`src/rtl/edge_pulse_pkg.sv`:
```
// Shared definitions for the edge_pulse_tx pulse-train generator:
// FSM state type, default counter width and counter-slot indices.
package edge_pulse_pkg;

    localparam int DEFAULT_CNT_W = 8;

    // Slot indices into the counter bank instantiated by edge_pulse_tx.
    localparam int PHASE_CTR = 0;
    localparam int PULSE_CTR = 1;
    localparam int NUM_CTRS  = 2;

    typedef enum logic [1:0] {
        IDLE = 2'd0,
        HIGH = 2'd1,
        LOW  = 2'd2,
        DONE = 2'd3
    } state_t;

endpackage

```
`src/rtl/pulse_down_counter.sv`:
```
// Loadable down counter that saturates at zero and flags when it is zero.
// Load has priority over decrement; a decrement at zero is ignored so the
// count can never wrap.
import edge_pulse_pkg::*;

module pulse_down_counter #(
    parameter int CNT_W = DEFAULT_CNT_W
) (
    input  logic             clk,
    input  logic             reset,
    input  logic             load,
    input  logic [CNT_W-1:0] load_value,
    input  logic             dec,
    output logic             zero
);

    logic [CNT_W-1:0] count_reg;

    // Count register: clear on reset, otherwise load or saturating decrement.
    always_ff @(posedge clk) begin
        if (reset) begin
            count_reg <= '0;
        end else if (load) begin
            count_reg <= load_value;
        end else if (dec && (count_reg != '0)) begin
            count_reg <= count_reg - 1'b1;
        end
    end

    assign zero = (count_reg == '0);

endmodule

```
`src/rtl/edge_pulse_tx.sv`:
```
// Pulse-train transmitter: on a start handshake, emits pulse_count pulses
// of high_cycles high / low_cycles low (zero lengths stretched to one so
// every pulse gives a visible rising edge), then a one-cycle done strobe.
// Optional feature macro: EDGE_PULSE_TX_ABORT_EN adds an abort input that
// ends a train in progress via the DONE state.
//
// Counters hold "cycles remaining minus one" so a phase ends when its
// counter reads zero and no counter ever needs to go below zero.
import edge_pulse_pkg::*;

module edge_pulse_tx #(
    parameter int CNT_W = DEFAULT_CNT_W
) (
    input  logic             clk,
    input  logic             reset,
    input  logic             start_valid,
    output logic             start_ready,
    input  logic [CNT_W-1:0] high_cycles,
    input  logic [CNT_W-1:0] low_cycles,
    input  logic [CNT_W-1:0] pulse_count,
    output logic             pulse_out,
    output logic             busy,
    output logic             done
`ifdef EDGE_PULSE_TX_ABORT_EN
    ,
    input  logic             abort
`endif
);

    // Phase length minus one, treating a requested length of 0 as 1.
    function automatic logic [CNT_W-1:0] span_minus_one(input logic [CNT_W-1:0] v);
        return (v == '0) ? '0 : (v - 1'b1);
    endfunction

    state_t           state_reg;
    logic             pulse_out_reg;
    logic             done_reg;
    logic [CNT_W-1:0] high_reg;
    logic [CNT_W-1:0] low_reg;

    logic             abort_hit;

    logic [NUM_CTRS-1:0] ctr_load;
    logic [NUM_CTRS-1:0] ctr_dec;
    logic [NUM_CTRS-1:0] ctr_zero;
    logic [CNT_W-1:0]    ctr_value [NUM_CTRS];

`ifdef EDGE_PULSE_TX_ABORT_EN
    assign abort_hit = abort;
`else
    assign abort_hit = 1'b0;
`endif

    // Phase counter (slot PHASE_CTR) and remaining-pulse counter (slot PULSE_CTR).
    generate
        for (genvar gi = 0; gi < NUM_CTRS; gi++) begin : g_ctr
            pulse_down_counter #(
                .CNT_W (CNT_W)
            ) u_ctr (
                .clk        (clk),
                .reset      (reset),
                .load       (ctr_load[gi]),
                .load_value (ctr_value[gi]),
                .dec        (ctr_dec[gi]),
                .zero       (ctr_zero[gi])
            );
        end
    endgenerate

    // Counter control: load phase lengths on phase entry, count down within a phase.
    always_comb begin
        ctr_load             = '0;
        ctr_dec              = '0;
        ctr_value[PHASE_CTR] = '0;
        ctr_value[PULSE_CTR] = '0;
        case (state_reg)
            IDLE: begin
                if (start_valid) begin
                    ctr_load[PHASE_CTR]  = 1'b1;
                    ctr_value[PHASE_CTR] = span_minus_one(high_cycles);
                    ctr_load[PULSE_CTR]  = 1'b1;
                    ctr_value[PULSE_CTR] = span_minus_one(pulse_count);
                end
            end
            HIGH: begin
                if (!abort_hit) begin
                    if (ctr_zero[PHASE_CTR]) begin
                        ctr_load[PHASE_CTR]  = 1'b1;
                        ctr_value[PHASE_CTR] = span_minus_one(low_reg);
                    end else begin
                        ctr_dec[PHASE_CTR] = 1'b1;
                    end
                end
            end
            LOW: begin
                if (!abort_hit) begin
                    if (ctr_zero[PHASE_CTR]) begin
                        if (!ctr_zero[PULSE_CTR]) begin
                            ctr_load[PHASE_CTR]  = 1'b1;
                            ctr_value[PHASE_CTR] = span_minus_one(high_reg);
                            ctr_dec[PULSE_CTR]   = 1'b1;
                        end
                    end else begin
                        ctr_dec[PHASE_CTR] = 1'b1;
                    end
                end
            end
            default: begin
            end
        endcase
    end

    // Main FSM with registered pulse_out and done; parameters captured on acceptance only.
    always_ff @(posedge clk) begin
        if (reset) begin
            state_reg     <= IDLE;
            pulse_out_reg <= 1'b0;
            done_reg      <= 1'b0;
            high_reg      <= '0;
            low_reg       <= '0;
        end else begin
            case (state_reg)
                IDLE: begin
                    done_reg <= 1'b0;
                    if (start_valid) begin
                        high_reg <= high_cycles;
                        low_reg  <= low_cycles;
                        if (pulse_count != '0) begin
                            state_reg     <= HIGH;
                            pulse_out_reg <= 1'b1;
                        end else begin
                            state_reg     <= DONE;
                            pulse_out_reg <= 1'b0;
                            done_reg      <= 1'b1;
                        end
                    end
                end
                HIGH: begin
                    if (abort_hit) begin
                        state_reg     <= DONE;
                        pulse_out_reg <= 1'b0;
                        done_reg      <= 1'b1;
                    end else if (ctr_zero[PHASE_CTR]) begin
                        state_reg     <= LOW;
                        pulse_out_reg <= 1'b0;
                    end
                end
                LOW: begin
                    if (abort_hit) begin
                        state_reg <= DONE;
                        done_reg  <= 1'b1;
                    end else if (ctr_zero[PHASE_CTR]) begin
                        if (ctr_zero[PULSE_CTR]) begin
                            state_reg <= DONE;
                            done_reg  <= 1'b1;
                        end else begin
                            state_reg     <= HIGH;
                            pulse_out_reg <= 1'b1;
                        end
                    end
                end
                default: begin
                    state_reg     <= IDLE;
                    pulse_out_reg <= 1'b0;
                    done_reg      <= 1'b0;
                end
            endcase
        end
    end

    assign pulse_out   = pulse_out_reg;
    assign done        = done_reg;
    assign busy        = (state_reg != IDLE);
    assign start_ready = (state_reg == IDLE);

endmodule

```
`config.mk`:
```
export PLATFORM = sky130hd
export DESIGN_NAME = edge_pulse_tx
export DESIGN_NICKNAME = d
export VERILOG_FILES = /design/src/rtl/edge_pulse_pkg.sv /design/src/rtl/pulse_down_counter.sv /design/src/rtl/edge_pulse_tx.sv
export SDC_FILE = /design/constraint.sdc
export NUM_CORES = 1
export LEC_CHECK = 0
export ABC_AREA = 1
export BUFFER_PORTS_ARGS = -buffer_cell sky130_fd_sc_hd__buf_2
export CORE_MARGIN = 4
export CORE_UTILIZATION = 64
export DETAILED_ROUTE_END_ITERATION = 7
export MAX_ROUTING_LAYER = met4
export PLACE_DENSITY_LB_ADDON = 0.05
export SKIP_CTS_REPAIR_TIMING = 1
export SLEW_MARGIN = 40
export SYNTH_ARGS = -nofsm -noshare
export SYNTH_HDL_FRONTEND = slang
export SYNTH_HIERARCHICAL = 1
export SYNTH_SLANG_ARGS = --single-unit
```
`constraint.sdc`:
```
create_clock -name clk -period 5.5 [get_ports clk]
set_input_delay 0.55 -clock clk [delete_from_list [all_inputs] [get_ports clk]]
set_output_delay 0.55 -clock clk [all_outputs]
set_load 0.05 [all_outputs]
```
==> flow_summary.html, run 1 <==
<table>
<tr><th>Metric</th><th>Value</th></tr>
<tr><th colspan="2">Clock tree</th></tr>
<tr><td>Library cell used as clock root buffer</td><td>sky130_fd_sc_hd__clkbuf_8</td></tr>
<tr><td>Skew-Pair Late Insertion Delay</td><td>290 ps</td></tr>
<tr><td>H-tree depth</td><td>2</td></tr>
<tr><td>Clock transition at the registers of the reported paths</td><td>80 ps</td></tr>
<tr><td>TritonCTS clock tree</td><td>done</td></tr>
<tr><td>Clock Tree Buf Depth</td><td>2</td></tr>
<tr><td>Total clock sinks</td><td>36</td></tr>
<tr><td>Inserted Clock Buffers</td><td>5</td></tr>
<tr><th colspan="2">Placement</th></tr>
<tr><td>Port Buffer Count</td><td>30</td></tr>
<tr><td>Detailed placement HPWL</td><td>around 5300 um</td></tr>
<tr><td>Routability Congestion</td><td>about 0.94</td></tr>
<tr><td>Worst slack at placement</td><td>~2900 ps</td></tr>
<tr><td>Cell Area, Placed</td><td>0.00313 mm^2</td></tr>
<tr><th colspan="2">Route</th></tr>
<tr><td>Uppermost metal layer occupied by signal nets</td><td>met4</td></tr>
<tr><td>DR iter-0 viols</td><td>around 180</td></tr>
<tr><td>Final Routed Wirelength</td><td>between 6000 and 7000 um</td></tr>
<tr><td>DR WL met2</td><td>around 3100 um</td></tr>
<tr><td>Via count normalized by instance count</td><td>around 5.3</td></tr>
<tr><td>Final ANT Viol Nets</td><td>0</td></tr>
<tr><td>Routed vias</td><td>a little over 3,000</td></tr>
<tr><td>Routed length per instance</td><td>between 10 and 15 um</td></tr>
<tr><td>Number of detailed-route iterations in the first pass</td><td>7</td></tr>
<tr><td>Sum of routed wire segments on met1</td><td>approximately 3300 um</td></tr>
<tr><td># DRC</td><td>0</td></tr>
<tr><td>DR WL met3</td><td>335 um</td></tr>
<tr><th colspan="2">Yosys</th></tr>
<tr><td>Gate count after technology mapping</td><td>~490</td></tr>
<tr><td>Synthesized cell area</td><td>0.00294 mm^2</td></tr>
<tr><td>Synthesized net count</td><td>535</td></tr>
<tr><td>Post-synth cell types</td><td>28</td></tr>
<tr><td>Dominant cell type by area after synthesis</td><td>sky130_fd_sc_hd__dfxtp_1</td></tr>
<tr><td>Post-synthesis average cell area</td><td>5.97 um^2</td></tr>
<tr><td>Top cells by area in the synthesized netlist</td><td>sky130_fd_sc_hd__dfxtp_1, sky130_fd_sc_hd__nand2_1, sky130_fd_sc_hd__nor2_1</td></tr>
<tr><td>Area share of the leading cell type in the synthesized netlist</td><td>approximately a quarter</td></tr>
<tr><td>Number of synthesized register bits</td><td>36</td></tr>
<tr><td>YS warnings</td><td>6</td></tr>
<tr><td>Share of the yosys chip area belonging to registers</td><td>about 25%</td></tr>
<tr><th colspan="2">Timing</th></tr>
<tr><td>Tightest hold margin</td><td>a little under 500 ps</td></tr>
<tr><td>Fin. Hold Viols</td><td>0</td></tr>
<tr><td>Transition at the pin with the smallest max-transition slack</td><td>between 600 and 700 ps</td></tr>
<tr><td>Crit path setup slack, layout</td><td>roughly 2800 ps</td></tr>
<tr><td>Final setup TNS</td><td>0 ps</td></tr>
<tr><td>Worst Clk Skew</td><td>just under 9 ps</td></tr>
<tr><td>Slew Limit Headroom</td><td>53.5%</td></tr>
<tr><td>Shortest clock period the worst path allows after layout</td><td>around 2700 ps</td></tr>
<tr><td>Maximum clock frequency</td><td>about 0.38 GHz</td></tr>
<tr><td>Max-slew violation count</td><td>0</td></tr>
<tr><td>Unrepaired setup endpoints after global routing</td><td>no</td></tr>
<tr><td>Post-route clock period utilization</td><td>48.3%</td></tr>
<tr><td>Final setup viols</td><td>0</td></tr>
<tr><th colspan="2">Floorplan</th></tr>
<tr><td>Die outline area</td><td>around 0.0057 mm^2</td></tr>
<tr><td>Rows</td><td>24</td></tr>
<tr><td>Die X-Extent</td><td>approximately 76 um</td></tr>
<tr><td>Initial Utilization</td><td>66.6%</td></tr>
<tr><td>Overall die height</td><td>roughly 76 um</td></tr>
<tr><td>Core area</td><td>0.00441 mm^2</td></tr>
<tr><td>I/O Pins</td><td>31</td></tr>
<tr><th colspan="2">Global route</th></tr>
<tr><td>Vias in the first global route</td><td>around 2,700</td></tr>
<tr><td>Initial antenna violation count</td><td>0</td></tr>
<tr><td>First-pass GRT wire length</td><td>around 12,000 um</td></tr>
<tr><td>Global-route usage over all layers</td><td>26.6%</td></tr>
<tr><td>Maximum number of pins on one net before global-route repair</td><td>36</td></tr>
<tr><td>Total global routing overflow</td><td>0</td></tr>
<tr><th colspan="2">Worst hold path</th></tr>
<tr><td>Worst Hold Endpoint</td><td>low_reg[7]$_SDFFE_PP0P_</td></tr>
<tr><td>Type of the worst min-delay path</td><td>reg -&gt; reg</td></tr>
<tr><td>Startpoint of the worst hold path</td><td>low_reg[7]$_SDFFE_PP0P_</td></tr>
<tr><td>Count of cells along the worst hold path</td><td>2</td></tr>
<tr><th colspan="2">Final layout</th></tr>
<tr><td>Count of nets after finishing</td><td>between 500 and 600</td></tr>
<tr><td>Utilization of the core after routing</td><td>between 70 and 80%</td></tr>
<tr><td>Total non-filler cell area in the finished layout</td><td>0.00323 mm^2</td></tr>
<tr><td>Flip-flop count of the largest register, all copies and words added</td><td>16</td></tr>
<tr><td>Synth-to-layout area growth</td><td>9.75%</td></tr>
<tr><td>Diodes inserted</td><td>0</td></tr>
<tr><td>Fraction of final layout cells sized beyond drive strength 1</td><td>13.0%</td></tr>
<tr><th colspan="2">Worst setup path</th></tr>
<tr><td>Worst R2R Start</td><td>g_ctr[0].u_ctr/count_reg[0]$_SDFFE_PP0P_</td></tr>
<tr><td>Element type at the critical path end</td><td>flip-flop</td></tr>
<tr><td>Worst EP required</td><td>between 5000 and 6000 ps</td></tr>
<tr><td>Maximum fanout encountered on the critical timing path</td><td>10</td></tr>
<tr><td>Buf+Inv Stages, Crit Path</td><td>2</td></tr>
<tr><td>Endpoint of the worst-slack reg-to-reg timing path</td><td>g_ctr[0].u_ctr/count_reg[7]$_SDFFE_PP0P_</td></tr>
<tr><td>Most common cell on crit path</td><td>sky130_fd_sc_hd__nor2_1</td></tr>
<tr><td>Number of cells on the worst reg-to-reg path</td><td>11</td></tr>
<tr><td>Data arrival time of the critical path</td><td>roughly 2800 ps</td></tr>
<tr><td>Family of cells with the greatest summed delay on the critical path</td><td>simple AND/OR/NAND/NOR gates</td></tr>
<tr><td>Chain of cells forming the critical path</td><td>inv_1 &gt; ha_1 &gt; nand2_1 &gt; nor2_1 &gt; nand2_1 &gt; a31oi_1 &gt; inv_2 &gt; nand3_1 &gt; nor2_1 &gt; nor2_1 &gt; nor2_1</td></tr>
<tr><td>Startpoint kind of the worst setup timing path</td><td>flip-flop</td></tr>
<tr><td>Critical setup path kind</td><td>reg -&gt; reg</td></tr>
<tr><td>Maximum cell stage delay along the critical path</td><td>a little under 600 ps</td></tr>
<tr><td>Register-to-Register Setup Slack</td><td>2840 ps</td></tr>
<tr><td>Slowest cell on crit path</td><td>sky130_fd_sc_hd__a31oi_1</td></tr>
<tr><th colspan="2">Power</th></tr>
<tr><td>IR Drop Worst-Case VDD</td><td>between 200 and 300 uV</td></tr>
<tr><td>Pwr/cell area</td><td>about 540 mW/mm^2</td></tr>
<tr><td>Static Leakage</td><td>between 1.5 and 2 nW</td></tr>
<tr><th colspan="2">Run status</th></tr>
<tr><td>Outcome</td><td>finished clean</td></tr>
<tr><th colspan="2">Run</th></tr>
<tr><td>Max capacitance violation total</td><td>0</td></tr>
</table>
-- per-layer routing --
metal  up-vias  GRT usage [%]
met5         -              -
met1      1339           35.3
li1       1625              -
met4         0           7.38
met2        91           41.5
met3        12           4.75
-- area by class of cell --
type                            instances  area (um^2)
Multi-Input combinational cell        375         1910
Timing Repair Buffer                   30          150
Inverter                               75          284
Tap cell                               52         65.1
Clock buffer                            6         82.6
Sequential cell                        36          721
Clock inverter                          2         10.0
Fill cell                             378         1190
-- cells in the mapped netlist, drive strengths merged --
cell type / instances
a21oi: 25
a31oi: 2
and2: 2
buf: 1
clkbuf: 5
clkinv: 2
dfxtp: 36
ha: 16
inv: 73
nand2: 125
nand3: 51
nand4: 9
nor2: 85
nor3: 7
o21ai: 36
o21bai: 5
or2: 1
xnor2: 4
xor2: 7
-- worst max path at each step --
| stage | start | end | slack (ps) | cells past startpoint |
|---|---|---|---|---|
| 4_1_cts | g_ctr[0].u_ctr/count_reg[0]$_SDFFE_PP0P_ | g_ctr[0].u_ctr/count_reg[3]$_SDFFE_PP0P_ | 2870 | 11 |
| 3_5_place_dp | g_ctr[0].u_ctr/count_reg[0]$_SDFFE_PP0P_ | g_ctr[0].u_ctr/count_reg[3]$_SDFFE_PP0P_ | 2890 | 11 |
| 3_3_place_gp | start_valid | g_ctr[0].u_ctr/count_reg[1]$_SDFFE_PP0P_ | 2820 | 8 |
| 6_report | g_ctr[0].u_ctr/count_reg[0]$_SDFFE_PP0P_ | g_ctr[0].u_ctr/count_reg[7]$_SDFFE_PP0P_ | 2840 | 11 |
| 2_1_floorplan | state_reg[0]$_SDFFE_PP0P_ | g_ctr[0].u_ctr/count_reg[1]$_SDFFE_PP0P_ | 3160 | 11 |
| 5_1_grt | g_ctr[0].u_ctr/count_reg[0]$_SDFFE_PP0P_ | g_ctr[0].u_ctr/count_reg[0]$_SDFFE_PP0P_ | 2580 | 10 |
-- stage by stage --
step | power, mW | std cells
after CTS | 1.74 | 576
after global placement | 1.50 | 568
final | 1.75 | 576
after floorplan | 1.32 | 492
after detailed placement | 1.54 | 568
after global routing | 1.92 | 576
-- cells in the final DEF (no fill, tap or decap), drive strengths merged --
cell / instances
dfxtp: 36
o21ai: 36
a31oi: 2
xnor2: 4
and2: 2
o21bai: 5
or2: 1
xor2: 7
clkinv: 4
nor3: 7
nand3: 51
clkbuf: 6
ha: 16
inv: 73
buf: 30
nand2: 125
a21oi: 25
nand4: 9
nor2: 85
-- cell families after synthesis --
logic type | Yosys count | synth area share, %
adder cells (fa/ha/maj) | 16 | 6.81
AO/OA/AOI/OAI | 68 | 12.2
AND/OR/NAND/NOR | 280 | 42.7
flip-flops | 36 | 24.5
buffers and inverters | 81 | 10.5
XOR/XNOR | 11 | 3.28
-- power breakdown --
group          leakage [nW]  total [mW]  internal, mW  switching, mW
Sequential            0.297       0.432         0.347         0.0847
Clock                0.0510       0.196         0.100         0.0962
Combinational          1.26        1.12         0.368          0.750
Total                  1.61        1.75         0.814          0.931
-- worst register-to-register path, cell delays in order, from the launching register on --
cell	delay (ps)
sky130_fd_sc_hd__dfxtp_1	310
sky130_fd_sc_hd__inv_1	180
sky130_fd_sc_hd__ha_1	190
sky130_fd_sc_hd__nand2_1	70
sky130_fd_sc_hd__nor2_1	390
sky130_fd_sc_hd__nand2_1	190
sky130_fd_sc_hd__a31oi_1	590
sky130_fd_sc_hd__inv_2	240
sky130_fd_sc_hd__nand3_1	170
sky130_fd_sc_hd__nor2_1	60
sky130_fd_sc_hd__nor2_1	100
sky130_fd_sc_hd__nor2_1	40
Power figures use the tool's default switching activity.
==> run 2: changes to the inputs <==
Settings changed: CORE_UTILIZATION 64 to 54.
Clock period 5.5 ns to 2.4 ns, I/O delays scaled along.
==> run 2 against run 1 <==
  * Global-route usage is 3.1 points lower
  * Combinational power is 130% higher
  * Final area up 2.4%
  * Sequential power is 130% higher
  * Largest power group unchanged
  * Wire length up 0.98%
  * Critical endpoint is now g_ctr[0].u_ctr/count_reg[3]$_SDFFE_PP0P_
  * Maximum frequency is 24% higher
  * Register-to-register slack worse by 2600 ps
  * Non-clock buffer count grew 4
  * Setup slack got worse by 2600 ps
  * Largest cell class unchanged
  * Critical path type unchanged
  * Hold slack got worse by 290 ps
==> flow_summary.html, run 2 (synthesis gave the netlist of run 1 again) <==
<table>
<tr><th>Metric</th><th>Value</th></tr>
<tr><th colspan="2">Run status</th></tr>
<tr><td>Outcome</td><td>finished clean</td></tr>
<tr><th colspan="2">Worst setup path</th></tr>
<tr><td>Worst EP required</td><td>2570 ps (-3110 ps)</td></tr>
<tr><td>Data arrival time of the critical path</td><td>2320 ps (-520 ps)</td></tr>
<tr><td>Element type at the critical path end</td><td>flip-flop</td></tr>
<tr><td>Number of cells on the worst reg-to-reg path</td><td>11 (unchanged)</td></tr>
<tr><td>Startpoint kind of the worst setup timing path</td><td>flip-flop</td></tr>
<tr><td>Maximum fanout encountered on the critical timing path</td><td>10 (unchanged)</td></tr>
<tr><td>Critical setup path kind</td><td>reg -&gt; reg</td></tr>
<tr><th colspan="2">Route</th></tr>
<tr><td>Routed length per instance</td><td>11.6 um (-2.7%)</td></tr>
<tr><td>DR iter-0 viols</td><td>179 (+0.56%)</td></tr>
<tr><td>Number of detailed-route iterations in the first pass</td><td>5 (-2)</td></tr>
<tr><td># DRC</td><td>0 (unchanged)</td></tr>
<tr><td>Routed vias</td><td>3,107 (+1.3%)</td></tr>
<tr><td>Sum of routed wire segments on met1</td><td>3510 um (+7.5%)</td></tr>
<tr><td>DR WL met3</td><td>339 um (+1.2%)</td></tr>
<tr><td>Final Routed Wirelength</td><td>6920 um (+0.98%)</td></tr>
<tr><td>Via count normalized by instance count</td><td>5.20 (-2.4%)</td></tr>
<tr><td>Final ANT Viol Nets</td><td>0 (unchanged)</td></tr>
<tr><td>Uppermost metal layer occupied by signal nets</td><td>met4</td></tr>
<tr><td>DR WL met2</td><td>3010 um (-4.2%)</td></tr>
<tr><th colspan="2">Clock tree</th></tr>
<tr><td>Clock transition at the registers of the reported paths</td><td>80 ps (about the same)</td></tr>
<tr><td>Inserted Clock Buffers</td><td>5 (unchanged)</td></tr>
<tr><td>Clock Tree Buf Depth</td><td>2 (unchanged)</td></tr>
<tr><td>H-tree depth</td><td>2 (unchanged)</td></tr>
<tr><td>Library cell used as clock root buffer</td><td>sky130_fd_sc_hd__clkbuf_8</td></tr>
<tr><td>Skew-Pair Late Insertion Delay</td><td>290 ps (about the same)</td></tr>
<tr><td>TritonCTS clock tree</td><td>done</td></tr>
<tr><td>Total clock sinks</td><td>36 (unchanged)</td></tr>
<tr><th colspan="2">Final layout</th></tr>
<tr><td>Leading cell type in the layout, fill and taps excluded</td><td>sky130_fd_sc_hd__nand2_1</td></tr>
<tr><td>Flip-flop count of the largest register, all copies and words added</td><td>16 (unchanged)</td></tr>
<tr><td>Synth-to-layout area growth</td><td>12.3%</td></tr>
<tr><td>Commonest cells after routing, fill and taps aside</td><td>sky130_fd_sc_hd__nand2_1, sky130_fd_sc_hd__nor2_1, sky130_fd_sc_hd__inv_1</td></tr>
<tr><td>Count of nets after finishing</td><td>570 (+0.71%)</td></tr>
<tr><td>Diodes inserted</td><td>0 (unchanged)</td></tr>
<tr><td>Fraction of final layout cells sized beyond drive strength 1</td><td>13.6% (+0.66 points)</td></tr>
<tr><td>Area occupied by registers</td><td>721 um^2 (unchanged)</td></tr>
<tr><td>Combined area of the multi-input logic cells</td><td>0.00192 mm^2 (+0.26%)</td></tr>
<tr><td>Fillers</td><td>517 (+37%)</td></tr>
<tr><th colspan="2">Timing</th></tr>
<tr><td>Final setup TNS</td><td>0 ps (unchanged)</td></tr>
<tr><td>Worst Clk Skew</td><td>3.24 ps (-5.46 ps)</td></tr>
<tr><td>Fin. Hold Viols</td><td>0 (unchanged)</td></tr>
<tr><td>Transition at the pin with the smallest max-transition slack</td><td>466 ps (-229 ps)</td></tr>
<tr><td>Post-route clock period utilization</td><td>89.6% (+41 points)</td></tr>
<tr><td>Tightest hold margin</td><td>194 ps (-291 ps)</td></tr>
<tr><td>Slew Limit Headroom</td><td>68.9% (+15 points)</td></tr>
<tr><td>Max-slew violation count</td><td>0 (unchanged)</td></tr>
<tr><td>Final setup viols</td><td>0 (unchanged)</td></tr>
<tr><td>Shortest clock period the worst path allows after layout</td><td>2150 ps (-506 ps)</td></tr>
<tr><td>Maximum clock frequency</td><td>0.465 GHz (+24%)</td></tr>
<tr><th colspan="2">Power</th></tr>
<tr><td>Static Leakage</td><td>1.63 nW (+1.4%)</td></tr>
<tr><td>Pwr/cell area</td><td>1260 mW/mm^2 (+130%)</td></tr>
<tr><td>IR Drop Worst-Case VDD</td><td>769 uV (+210%)</td></tr>
<tr><th colspan="2">Global route</th></tr>
<tr><td>Vias in the first global route</td><td>2,787 (+5.1%)</td></tr>
<tr><td>Initial antenna violation count</td><td>0 (unchanged)</td></tr>
<tr><td>Maximum number of pins on one net before global-route repair</td><td>19 (-47%)</td></tr>
<tr><td>First-pass GRT wire length</td><td>12,300 um (+5.8%)</td></tr>
<tr><td>Global-route usage over all layers</td><td>23.5% (-3.1 points)</td></tr>
<tr><td>Total global routing overflow</td><td>0 (unchanged)</td></tr>
<tr><th colspan="2">Floorplan</th></tr>
<tr><td>Die X-Extent</td><td>81.8 um (+7.9%)</td></tr>
<tr><td>Rows</td><td>26 (+8.3%)</td></tr>
<tr><td>Die outline area</td><td>0.00669 mm^2 (+16%)</td></tr>
<tr><td>Overall die height</td><td>81.8 um (+7.9%)</td></tr>
<tr><td>Initial Utilization</td><td>56.5% (-10 points)</td></tr>
<tr><td>I/O Pins</td><td>31 (unchanged)</td></tr>
<tr><td>Core area</td><td>0.00520 mm^2 (+18%)</td></tr>
<tr><th colspan="2">Worst hold path</th></tr>
<tr><td>Type of the worst min-delay path</td><td>in -&gt; reg</td></tr>
<tr><td>Count of cells along the worst hold path</td><td>3 (+1)</td></tr>
<tr><th colspan="2">Run</th></tr>
<tr><td>Max capacitance violation total</td><td>0 (unchanged)</td></tr>
<tr><th colspan="2">Placement</th></tr>
<tr><td>Port Buffer Count</td><td>30 (unchanged)</td></tr>
<tr><td>Routability Congestion</td><td>0.958 (+2.1%)</td></tr>
<tr><td>Detailed placement HPWL</td><td>5560 um (+4.2%)</td></tr>
</table>
[run 2: cell count changes in the layout (fill, tap and decap cells not counted)]
| cell | previous run | this run |
|---|---|---|
| sky130_fd_sc_hd__buf_4 | 0 | 4 |
| sky130_fd_sc_hd__nand2_2 | 5 | 4 |
| sky130_fd_sc_hd__nor2_4 | 2 | 3 |
| sky130_fd_sc_hd__nor2_1 | 75 | 74 |
| sky130_fd_sc_hd__bufinv_16 | 0 | 1 |
| sky130_fd_sc_hd__clkinv_2 | 4 | 3 |
| sky130_fd_sc_hd__nand2_1 | 115 | 116 |
| sky130_fd_sc_hd__clkinvlp_4 | 0 | 1 |
| sky130_fd_sc_hd__clkbuf_8 | 6 | 5 |
[run 2: cell type report]
type | count | area share, %
well taps | 70 | 2.65
clock buffers | 5 | 2.08
multi-input cells | 375 | 58.1
flip-flops and latches | 36 | 21.8
clock inverters | 3 | 1.29
inverters | 75 | 8.60
repair buffers | 34 | 5.46
[run 2: worst max-delay path: stages, from the launching register on]
cell	delay, ps
sky130_fd_sc_hd__dfxtp_1	310
sky130_fd_sc_hd__inv_1	160
sky130_fd_sc_hd__ha_1	180
sky130_fd_sc_hd__nand2_1	90
sky130_fd_sc_hd__nor2_2	260
sky130_fd_sc_hd__nand2_1	160
sky130_fd_sc_hd__a31oi_1	350
sky130_fd_sc_hd__inv_2	180
sky130_fd_sc_hd__nand2_4	140
sky130_fd_sc_hd__clkinv_2	80
sky130_fd_sc_hd__nand2_1	60
sky130_fd_sc_hd__a21oi_1	70
[run 2: per-stage QoR]
step                power [mW]  util [%]  instance area [um^2]  setup WS, ps  instances
detailed placement        3.58      61.2                  3180          89.4        590
floorplan                 3.02         -                  2940          59.7        492
global route              4.62      63.4                  3300         -7.25        598
global placement          3.53      61.2                  3180           221        590
CTS                       4.14      63.3                  3290          70.9        598
finish                    4.15      63.4                  3300           250        598
[run 2: per-layer routing]
| metal | vias up | global-route usage (%) |
|---|---|---|
| li1 | 1632 | - |
| met3 | 6 | 3.40 |
| met5 | - | - |
| met4 | 0 | 4.49 |
| met2 | 82 | 36.9 |
| met1 | 1387 | 32.3 |
[run 2: where the power goes]
group	total (mW)	internal (mW)	switching, mW
logic	2.62	0.897	1.72
registers	0.983	0.794	0.188
clock network	0.546	0.308	0.239
total	4.15	2.00	2.15
[run 2: worst paths after layout]
kind                                                  from                                  endpoint  slack, ps
setup / recovery  g_ctr[0].u_ctr/count_reg[0]$_SDFFE_PP0P_  g_ctr[0].u_ctr/count_reg[3]$_SDFFE_PP0P_        250
hold / removal                               low_cycles[2]                   low_reg[2]$_SDFFE_PP0P_        190
setup reg to reg  g_ctr[0].u_ctr/count_reg[0]$_SDFFE_PP0P_  g_ctr[0].u_ctr/count_reg[3]$_SDFFE_PP0P_        250
hold reg to reg                    low_reg[7]$_SDFFE_PP0P_                   low_reg[7]$_SDFFE_PP0P_        490
